--- src/rtl/mmio_uart_tx.sv ---
// Memory-mapped 8N1 UART transmitter: stores to TXDATA queue bytes in a FIFO,
// a framing FSM shifts them out LSB first, STATUS is readable combinationally.
module mmio_uart_tx #(
   parameter logic [31:0] BASE_ADDR    = 32'hFFFF_0000,
   parameter int          CLKS_PER_BIT = 868,
   parameter int          FIFO_DEPTH   = 8
) (
   input  logic        clk,
   input  logic        reset_n,
   input  logic        mem_write,
   input  logic [31:0] data_addr,
   input  logic [31:0] write_data,
   output logic        sel,
   output logic [31:0] rd_data,
   output logic        uart_tx,
   output logic        tx_busy,
   output logic        overflow
);

   localparam int PTR_W = $clog2(FIFO_DEPTH);
   localparam int CNT_W = PTR_W + 1;

   localparam logic [1:0] S_IDLE  = 2'd0;
   localparam logic [1:0] S_START = 2'd1;
   localparam logic [1:0] S_DATA  = 2'd2;
   localparam logic [1:0] S_STOP  = 2'd3;

   localparam logic [15:0]      BAUD_LAST = 16'(CLKS_PER_BIT - 1);
   localparam logic [CNT_W-1:0] CNT_FULL  = CNT_W'(FIFO_DEPTH);

   logic [1:0]       state_q, state_d;
   logic [15:0]      baud_q, baud_d;
   logic [2:0]       bit_q, bit_d;
   logic [7:0]       shift_q, shift_d;
   logic             tx_q, tx_d;
   logic [PTR_W-1:0] rd_ptr_q, rd_ptr_d;
   logic [PTR_W-1:0] wr_ptr_q, wr_ptr_d;
   logic [CNT_W-1:0] count_q, count_d;
   logic             ovf_q, ovf_d;
   logic [7:0]       fifo_mem [FIFO_DEPTH];

   logic [3:0]  offset;
   logic        fifo_full, fifo_empty;
   logic        pop, push_req, push, ovf_set, ctrl_clr, baud_end;
   logic [31:0] status;
   logic        unused_wdata;

   assign offset     = data_addr[3:0];
   assign sel        = (data_addr[31:4] == BASE_ADDR[31:4]);
   assign fifo_full  = (count_q == CNT_FULL);
   assign fifo_empty = (count_q == '0);
   assign pop        = (state_q == S_IDLE) && !fifo_empty;
   assign push_req   = mem_write && sel && (offset == 4'h0);
   // A full FIFO still accepts a byte when the head leaves on the same edge.
   assign push       = push_req && (!fifo_full || pop);
   assign ovf_set    = push_req && fifo_full && !pop;
   assign ctrl_clr   = mem_write && sel && (offset == 4'h8) && write_data[3];
   assign baud_end   = (baud_q == BAUD_LAST);

   assign uart_tx      = tx_q;
   assign tx_busy      = (state_q != S_IDLE) || !fifo_empty;
   assign overflow     = ovf_q;
   assign unused_wdata = ^write_data[31:8];

   always_comb begin
      rd_ptr_d = pop  ? rd_ptr_q + PTR_W'(1) : rd_ptr_q;
      wr_ptr_d = push ? wr_ptr_q + PTR_W'(1) : wr_ptr_q;
      count_d  = count_q;
      case ({push, pop})
         2'b10:   count_d = count_q + CNT_W'(1);
         2'b01:   count_d = count_q - CNT_W'(1);
         default: count_d = count_q;
      endcase
      ovf_d = ovf_q;
      if (ctrl_clr) ovf_d = 1'b0;
      if (ovf_set)  ovf_d = 1'b1;
   end

   // tx_d is the line level for the state being entered, so the pin is registered.
   always_comb begin
      state_d = state_q;
      baud_d  = baud_q;
      bit_d   = bit_q;
      shift_d = shift_q;
      tx_d    = tx_q;
      case (state_q)
         S_IDLE: begin
            tx_d = 1'b1;
            if (pop) begin
               state_d = S_START;
               baud_d  = '0;
               bit_d   = '0;
               shift_d = fifo_mem[rd_ptr_q];
               tx_d    = 1'b0;
            end
         end
         S_START: begin
            if (baud_end) begin
               state_d = S_DATA;
               baud_d  = '0;
               tx_d    = shift_q[0];
            end else begin
               baud_d = baud_q + 16'd1;
            end
         end
         S_DATA: begin
            if (baud_end) begin
               baud_d = '0;
               if (bit_q == 3'd7) begin
                  state_d = S_STOP;
                  tx_d    = 1'b1;
               end else begin
                  shift_d = {1'b0, shift_q[7:1]};
                  bit_d   = bit_q + 3'd1;
                  tx_d    = shift_q[1];
               end
            end else begin
               baud_d = baud_q + 16'd1;
            end
         end
         S_STOP: begin
            tx_d = 1'b1;
            if (baud_end) begin
               state_d = S_IDLE;
               baud_d  = '0;
            end else begin
               baud_d = baud_q + 16'd1;
            end
         end
         default: begin
            state_d = S_IDLE;
            tx_d    = 1'b1;
         end
      endcase
   end

   always_comb begin
      status       = '0;
      status[0]    = fifo_full;
      status[1]    = fifo_empty;
      status[2]    = tx_busy;
      status[3]    = ovf_q;
      status[14:8] = 7'(count_q);
      rd_data      = '0;
      if (sel && (offset == 4'h4)) rd_data = status;
   end

   always_ff @(posedge clk or negedge reset_n) begin
      if (!reset_n) begin
         state_q  <= S_IDLE;
         baud_q   <= '0;
         bit_q    <= '0;
         tx_q     <= 1'b1;
         rd_ptr_q <= '0;
         wr_ptr_q <= '0;
         count_q  <= '0;
         ovf_q    <= 1'b0;
      end else begin
         state_q  <= state_d;
         baud_q   <= baud_d;
         bit_q    <= bit_d;
         tx_q     <= tx_d;
         rd_ptr_q <= rd_ptr_d;
         wr_ptr_q <= wr_ptr_d;
         count_q  <= count_d;
         ovf_q    <= ovf_d;
      end
   end

   // Payload storage carries no reset; emptiness is tracked by pointers and count.
   always_ff @(posedge clk) begin
      shift_q <= shift_d;
      if (push) fifo_mem[wr_ptr_q] <= write_data[7:0];
   end

endmodule

--- config.mk ---
export PLATFORM = sky130hd
export DESIGN_NAME = mmio_uart_tx
export DESIGN_NICKNAME = d
export VERILOG_FILES = /design/src/rtl/mmio_uart_tx.sv
export SDC_FILE = /design/constraint.sdc
export NUM_CORES = 1
export LEC_CHECK = 0
export ABC_CLOCK_PERIOD_IN_PS = 2700
export BUFFER_PORTS_ARGS = -buffer_cell sky130_fd_sc_hd__buf_2
export CORE_MARGIN = 4
export CORE_UTILIZATION = 40
export CTS_BUF_LIST = sky130_fd_sc_hd__clkbuf_4
export DETAILED_ROUTE_END_ITERATION = 10
export GPL_ROUTABILITY_DRIVEN = 0
export PLACE_DENSITY = 0.64
export SKIP_LAST_GASP = 1
export SLEW_MARGIN = 20
export SYNTH_ARGS = -nofsm -noshare
export SYNTH_HDL_FRONTEND = slang
export SYNTH_SLANG_ARGS = --single-unit
--- constraint.sdc ---
create_clock -name clk -period 2.7 [get_ports clk]
set_input_delay 0.405 -clock clk [delete_from_list [all_inputs] [get_ports clk]]
set_output_delay 0.405 -clock clk [all_outputs]
set_load 0.01 [all_outputs]
=== Word-level counts from Yosys, hierarchy flattened ===
Memories as Yosys holds them, arrays and structs flattened.
Cells that the tools add are included.

* Bits in registers: 41
* Bits in latches: 0
* Bits in writable memories: 64
* Memory bits (read-only): 0
* Input bits: 67
* Output and inout bits: 36
* Logic and storage cells: 86
* Memories kept: 1

{| class="wikitable"
|+ Memory list
! memory !! depth !! width !! read ports !! clocked after Yosys merged registers in !! wr ports !! line !! source
|-
| fifo_mem || 8 || 8 || 1 || 0 || 1 || 40 || <nowiki>logic [7:0] fifo_mem [FIFO_DEPTH];</nowiki>
|}

* $add $sub $neg: 6
* Multiply operators: 0
* Divide/modulo/power cells: 0
* Order comparisons: 0
* Equality and inequality tests: 17
* Shift-type cells: 0
* Mux-type cells: 28
* Bitwise logic cells: 0
* Reductions and logical operators: 25

{| class="wikitable"
|+ Operators with widths
! kind !! number
|-
| $mux 16 || 2
|-
| $pmux 16 s2 || 1
|-
| $eq 28x28->1 const B || 1
|-
| $mux 8 || 3
|-
| $add 16x1->16 const B || 1
|-
| $eq 16x10->1 const B || 1
|-
| $pmux 8 s2 || 1
|-
| $mux 12 || 1
|-
| $ne 2x2->1 const B || 6
|-
| $mux 2 || 5
|-
| $add 3x1->3 const B || 3
|-
| $logic_and 1x1->1 || 9
|-
| $mux 3 || 3
|-
| $eq 4x4->1 const B || 2
|-
| $logic_not 4->1 || 2
|-
| $mux 1 || 8
|-
| $pmux 2 s4 || 1
|-
| $pmux 4 s2 || 1
|-
| $reduce_bool 2->1 || 4
|-
| $eq 2x2->1 const B || 3
|-
| $pmux 3 s2 || 1
|-
| $reduce_and 5->1 || 1
|-
| $add 4x1->4 const B || 1
|-
| $eq 2x1->1 const B || 2
|-
| other kinds (10) || 13
|}

=== Logic depth before layout (Yosys ltp) ===
Gate-level depths: netlist of run 1.

* Depth in word-level cells: 7
* Depth in mapped cells: 13
* Mapped depth without buffers: 12

=== Worst setup path after synthesis of run 1 ===
OpenSTA, ideal clock, no wires.

* Path kind: register to register
* Start point: register state_q[0]
* End point: memory fifo_mem[4][0], enable pin
* Library setup time: 383 ps
* Arrival: 2559 ps
* Required time: 2317 ps
* Setup slack: -242 ps
* Cell stages (with the launch flop): 9
* Path buffers: 1
* Clock period less this slack: 2942 ps
* Cell sequence: dfrtp_1 -> inv_1 -> ha_1 -> nor3b_1 -> a211o_1 -> or4_1 -> clkbuf_1 -> or2_2 -> nor3_1

* Word-level cells in the longest chain between the ends: 6

{| class="wikitable"
|+ Ends and longest elaborated chain
! item !! line !! source
|-
| from (decl) || 31 || <nowiki>logic [1:0] state_q, state_d;</nowiki>
|-
| from (signal assigned) || 159 || <nowiki>state_q <= state_d;</nowiki>
|-
| $logic_not 2->1 || 52 || <nowiki>assign pop = (state_q == S_IDLE) && !fifo_empty;</nowiki>
|-
| $logic_and 1x1->1 || 52 ||
|-
| $logic_or 1x1->1 || 55 || <nowiki>assign push = push_req && (!fifo_full || pop);</nowiki>
|-
| $logic_and 1x1->1 || 55 ||
|-
| $mux 1 || 173 || <nowiki>if (push) fifo_mem[wr_ptr_q] <= write_data[7:0];</nowiki>
|-
| $mux 1 (implied by the code) || 173 ||
|-
| to (decl) || 40 ||
|}

No other way between the ends.

=== Final worst setup path of run 1 ===
* Start point: register state_q[0]
* End point: register count_q[2]

* Word-level cells in the longest chain between the ends: 6
* Elaborated cells between the ends (all ways): 8
* Classes of those cells: 2 x eq/ne; 1 x mux; 5 x reduce/logical

{| class="wikitable"
|+ Ends and longest elaborated chain
! item !! line !! source
|-
| $logic_not 2->1 * || 52 ||
|-
| $logic_and 1x1->1 * || 52 ||
|-
| $logic_or 1x1->1 || 55 ||
|-
| $logic_and 1x1->1 || 55 ||
|-
| $eq 2x1->1 or $eq 2x2->1 (tied branches) || 69 || <nowiki>case ({push, pop})</nowiki>
|-
| $pmux 4 s2 or $reduce_bool 2->1 (tied branches) || n/a ||
|-
| to (signal assigned) || 165 || <nowiki>count_q <= count_d;</nowiki>
|-
| to (decl) || 38 || <nowiki>logic [CNT_W-1:0] count_q, count_d;</nowiki>
|}

Every way passes the cells marked *; elsewhere a longest branch is shown, timed or not.
A chain may end at the register's enable or synchronous reset.

==> results.json, run 1 <==
{
  "outcome": "complete, no violations",
  "coreArea_um2": 12200,
  "cellPowerDensity_nw_per_um2": 454,
  "postRouteWirelength_mm": 9.48,
  "final_common_cell": "edfxtp_1",
  "hpwl_mm": 6.96,
  "yosys_warnings": 0,
  "worstSkewPairLatency_ps": 470,
  "wl_per_cell_um": 15.1,
  "ys_ff_latch": 105,
  "r2r_slack_ps": 100,
  "synth_edf_count": 72,
  "fin_tns_setup_ps": 0,
  "path_class": "reg2reg",
  "cts-buffers-inserted": 9,
  "drtIter0Drc": 161,
  "synth-main-ff-cell": "edfxtp_1",
  "syn_area_um2": 5020,
  "cap_violations": 0,
  "crit_family": "simple AND/OR/NAND/NOR gates",
  "drt_pass1_iterations": 6,
  "clockBufferDepth": 2,
  "fin_crit_ps": 2600,
  "drv_slew": 0,
  "path_clk_slew_ps": 190,
  "antenna_cells": 0,
  "rsz0062_at_grt": "yes",
  "cts_sinks": 105,
  "cp.required_ps": 3060,
  "avgSynthCellArea_um2": 13.4,
  "path_common_cell": "xor2_1",
  "via_per_inst": 4.98,
  "period_share_pct": 96.4,
  "critPathBufInv": 1,
  "num_rows": 40,
  "relSlewSlack_pct": 47.1,
  "drive_above_1_share_pct": 30.2,
  "worst_pin_slew_ps": 794,
  "synth_cell_type_count": 54,
  "critPathMaxStageDelay_ps": 450,
  "regArea_um2": 2990,
  "grt_max_degree": 34,
  "p_leak_nw": 2.25,
  "cp_max_fo": 4,
  "cp-end-kind": "register",
  "postRouteAntennaNets": 0,
  "area_growth_pct": 14.8,
  "num_vias": 3129,
  "cp_cell_sequence": "inv_2, ha_4, nor3b_1, a211o_1, or4_1, ha_2, xor2_1, ha_1, a21oi_1, xor2_1, nor2_1, xor2_1",
  "ir_drop_v": 0.000379,
  "cts_tree": "yes",
  "grt_pass1_vias": 3218,
  "ioPinCount": 103,
  "fmax_ghz": 0.384,
  "multiInputGateArea_um2": 1890,
  "grtUsageTotal_pct": 14.0,
  "critPathLaunchType": "register",
  "die_w_um": 120,
  "hold_violations": 0,
  "nFillCells": 1097,
  "clock_skew_ps": 25.9,
  "crit_arrival_ps": 2960,
  "drcViolationCount": 0,
  "antenna_found_initial": 0,
  "cpMaxStageDelayCell": "dfrtp_1",
  "final_cell_mix": "edfxtp_1 (72), buf_2 (54), dfrtp_1 (32)",
  "die_h_um": 120,
  "numPortBuffers": 54,
  "yosysSeqAreaShare_pct": 59.5,
  "min_path_type": "in2reg",
  "start_util_pct": 41.3,
  "async_flop_share_pct": 31.4,
  "final_nets": 535,
  "die_area_um2": 14400,
  "grt.overflow.total": 0,
  "grt_pass1_wl_mm": 15.8,
  "root_buffer": "clkbuf_4",
  "holdWs_ps": 188,
  "setup_viol": 0,
  "netlist_instances": 376,
  "cts_max_level": 3
}
[kinds of logic (layout without fill, tap and decap cells)]
| kind of cell | count (synthesis) | in the layout | share of synthesized area [%] |
|---|---|---|---|
| adders and majority gates | 13 | 13 | 3.24 |
| other | 1 | 24 | 0.0746 |
| xor gates and xnor gates | 15 | 15 | 2.61 |
| muxes | 33 | 33 | 10.8 |
| AOI/OAI and AO/OA | 42 | 42 | 5.40 |
| and+or+nand+nor | 120 | 120 | 13.0 |
| buffers and inverters | 47 | 108 | 5.38 |
| DFF | 105 | 105 | 59.5 |
[synthesized netlist by cell type, types with 2 or more instances]
cell type / number / area share, %
a211oi_1: 3 / 0.45
a21oi_1: 3 / 0.30
a22o_1: 3 / 0.52
and2_1: 7 / 0.87
buf_1: 2 / 0.15
buf_2: 3 / 0.30
buf_4: 24 / 3.6
clkbuf_1: 8 / 0.60
dfrtp_1: 32 / 16
edfxtp_1: 72 / 43
ha_1: 13 / 3.2
inv_1: 9 / 0.67
mux2_2: 5 / 1.1
mux2i_1: 11 / 2.2
mux4_2: 16 / 7.2
nand2_1: 23 / 1.7
nand2b_1: 8 / 1.0
nand3_1: 10 / 1.0
nand3b_1: 2 / 0.30
nand4_1: 9 / 1.1
nor2_1: 30 / 2.2
nor3_1: 7 / 0.70
nor3b_1: 4 / 0.60
nor4_1: 5 / 0.62
nor4b_1: 2 / 0.35
o21ai_0: 19 / 1.9
o22ai_1: 2 / 0.25
o31ai_1: 3 / 0.45
or2_2: 2 / 0.25
or4_1: 2 / 0.30
xnor2_1: 6 / 1.0
xor2_1: 9 / 1.6
[power breakdown]
group	total, mW	switching (mW)	internal [mW]
Sequential	1.72	0.0000624	1.72
Clock	0.822	0.591	0.232
Combinational	0.0738	0.0477	0.0261
[state kept, by name (all words and copies together), names as in the netlist]
signal	flops
baud_q	16
bit_q	3
count_q	4
fifo_mem	64
overflow	1
rd_ptr_q	3
shift_q	8
state_q	2
uart_tx	1
wr_ptr_q	3
[final timing paths]
path | end | startpoint | cells past startpoint
max | count_q[2] | state_q[0] | 12
max in group asynchronous | baud_q[1] | reset_n | 2
max reg2reg | count_q[2] | state_q[0] | 12
min | fifo_mem[2][2] | write_data[2] | 1
min reg2reg | uart_tx | uart_tx | 1
min in group asynchronous | rd_ptr_q[1] | reset_n | 2
[timing repair]
action | in CTS | in global routing
pin swaps | 0 | 1
buffers inserted | 0 | 1
gates resized for setup | 1 | 4
endpoints found under the setup margin | 1 | 43
hold endpoints to repair | 32 | 0
hold buffers | 1 | 0
[metal layers]
| metal | global-route usage [%] | up-vias | wire (µm) |
|---|---|---|---|
| li1 | - | 1509 | - |
| met4 | 4.15 | 0 | 111 |
| met1 | 17.0 | 1550 | 4070 |
| met5 | 0 | - | 0 |
| met3 | 3.39 | 8 | 392 |
| met2 | 24.8 | 62 | 4910 |
[through the flow]
step           setup slack [ps]  cell area [µm²]  utilization (%)  power, mW  cells
2_1_floorplan              17.5             5140                -       1.80    399
3_3_place_gp              -17.4             5580             45.9       1.82    610
6_report                   97.7             5770             47.4       2.62    628
3_5_place_dp              -87.0             5580             45.9       1.83    610
5_1_grt                   -38.3             5770             47.4       2.72    628
4_1_cts                    19.7             5760             47.3       2.65    627
[final cells by class]
cell class | count | area share [%]
clock buffer | 9 | 1.17
clock inverter | 7 | 1.63
inverter | 10 | 0.651
multi-input combinational | 247 | 32.7
sequential | 105 | 51.8
tap | 168 | 3.64
timing repair buffer | 82 | 8.37
(Power assumes the default switching activity.)
==> run 2, diff against run 1 <==
--- a/config.mk
+++ b/config.mk
@@ -12,7 +12,7 @@
 export CTS_BUF_LIST = sky130_fd_sc_hd__clkbuf_4
 export DETAILED_ROUTE_END_ITERATION = 10
 export GPL_ROUTABILITY_DRIVEN = 0
-export PLACE_DENSITY = 0.64
+export PLACE_DENSITY_LB_ADDON = 0.25
 export SKIP_LAST_GASP = 1
 export SLEW_MARGIN = 20
 export SYNTH_ARGS = -nofsm -noshare
==> run 2 against run 1 <==
- clock skew is 2.4 ps higher
- largest cell class unchanged
- combinational power increased by 1%
- flip-flop and latch count stayed put
- critical path type unchanged
- critical endpoint unchanged
==> results.json, run 2 (synthesis gave the netlist of run 1 again) <==
{
  "path_class": "reg2reg",
  "ir_drop_v": 0.000351,
  "postRouteWirelength_mm": 9.54,
  "start_util_pct": 41.3,
  "critPathBufInv": 1,
  "die_h_um": 120,
  "dpl_cell_area_um2": 5600,
  "worst_pin_slew_ps": 827,
  "regArea_um2": 2990,
  "final_common_cell": "edfxtp_1",
  "coreArea_um2": 12200,
  "num_rows": 40,
  "multiInputGateArea_um2": 1900,
  "largest_register_ff_count": 64,
  "cts_max_level": 3,
  "area_growth_pct": 15.4,
  "outcome": "complete, no violations",
  "cpMaxStageDelayCell": "or4_1",
  "cp_max_fo": 3,
  "reg.largest.list": "fifo_mem (64), baud_q (16), shift_q (8)",
  "cap_violations": 0,
  "grt_pass1_vias": 3098,
  "final_cell_mix": "edfxtp_1 (72), buf_2 (54), dfrtp_1 (32)",
  "cts_sinks": 105,
  "numPortBuffers": 54,
  "crit_family": "simple AND/OR/NAND/NOR gates",
  "min_path_type": "in2reg",
  "grtUsageTotal_pct": 13.8,
  "root_buffer": "clkbuf_4",
  "place_inst": 613,
  "dp_worst_setup_slack_ps": 6.13,
  "die_w_um": 120,
  "drt_pass1_iterations": 4,
  "cp.required_ps": 3050,
  "clock_skew_ps": 28.3,
  "via_per_inst": 4.96,
  "worstSetupPathDepth": 12,
  "ioPinCount": 103,
  "num_vias": 3127,
  "final_cell_area_um2": 5800,
  "fin_crit_ps": 2570,
  "grt-busiest-layer": "met2",
  "hpwl_mm": 6.89,
  "holdWs_ps": 205,
  "regMostFlops": "fifo_mem",
  "fmax_ghz": 0.389,
  "drtIter0Drc": 207,
  "cp_cell_sequence": "inv_2, ha_4, nor3b_1, a211o_1, or4_1, ha_2, xor2_1, ha_1, a21oi_1, xor2_1, nor2_1, xor2_1",
  "gr-usage-met3_pct": 2.69,
  "postRouteAntennaNets": 0,
  "path_common_cell": "xor2_1",
  "wl_per_cell_um": 15.1,
  "antenna_cells": 0,
  "nFillCells": 1105,
  "hold_violations": 0,
  "path_clk_slew_ps": 180,
  "grt_max_degree": 34,
  "worstSkewPairLatency_ps": 460,
  "die_area_um2": 14400,
  "drcViolationCount": 0,
  "final_nets": 538,
  "grt.overflow.total": 0,
  "cp-end-kind": "register",
  "critPathLaunchType": "register",
  "setup_viol": 0,
  "grt_pass1_wl_mm": 15.9,
  "cts-buffers-inserted": 9,
  "cellPowerDensity_nw_per_um2": 456,
  "p_leak_nw": 2.27,
  "cts_tree": "yes",
  "rsz0062_at_grt": "yes",
  "antenna_found_initial": 0,
  "setup_ws_ps": 129,
  "use_met1_pct": 17.8,
  "critPathMaxStageDelay_ps": 450,
  "crit_arrival_ps": 2920,
  "min_path_cells": 1,
  "grt.met2_usage_pct": 24.2,
  "period_share_pct": 95.2,
  "r2r_cells": 12,
  "finalNonFillerCells": 630,
  "drive_above_1_share_pct": 30.5,
  "clockBufferDepth": 2,
  "drv_slew": 0,
  "total_power_mw": 2.65,
  "relSlewSlack_pct": 44.9
}
==> run 2: cell type report <==
cell class	instances	share of cell area (%)
clock inverters	6	1.49
repair buffers	85	8.84
inverters	10	0.647
well taps	168	3.62
clock buffers	9	1.16
flip-flops and latches	105	51.5
multi-input cells	247	32.7
==> run 2: power by group <==
part / internal [mW] / switching [mW]
Combinational: 0.0262 / 0.0485
Sequential: 1.72 / 0.0000438
Clock: 0.304 / 0.547
==> run 2: routing by layer <==
layer  wire length, µm  vias to the layer above  part of all wire, %
met2              4890                       43                   51
met1              4290                     1564                   45
li1                  -                     1513                    -
met4                87                        0                 0.91
met5                 0                        -                    0
met3               272                        7                  2.8
==> run 2: worst register-to-register path, cell delays in order, from the launching register on <==
cell	delay, ps
dfrtp_1	430
inv_2	100
ha_4	130
nor3b_1	60
a211o_1	280
or4_1	450
ha_2	220
xor2_1	140
ha_1	170
a21oi_1	140
xor2_1	160
nor2_1	60
xor2_1	140
==> run 2: metrics by stage <==
step           util [%]  TNS [ps]
2_1_floorplan         -         0
3_3_place_gp       46.1         0
3_5_place_dp       46.1         0
4_1_cts            47.4         0
5_1_grt            47.7     -59.3
6_report           47.7         0
==> run 2: what timing repair did <==
item | in CTS | in global routing
cloned | 0 | 0
resized for setup | 1 | 8
hold buffers | 1 | 0
hold endpoints to repair | 15 | 0
endpoints found under the setup margin | 2 | 54
buffers inserted | 0 | 1
==> run 2: final timing paths <==
check                                   start  slack [ps]             end
max in group asynchronous             reset_n        1670     rd_ptr_q[2]
min in group asynchronous             reset_n         530      baud_q[14]
worst min register to register        uart_tx         520         uart_tx
worst max register to register     state_q[0]         130      count_q[2]
worst max-delay path               state_q[0]         130      count_q[2]
worst min-delay path            write_data[5]         200  fifo_mem[4][5]
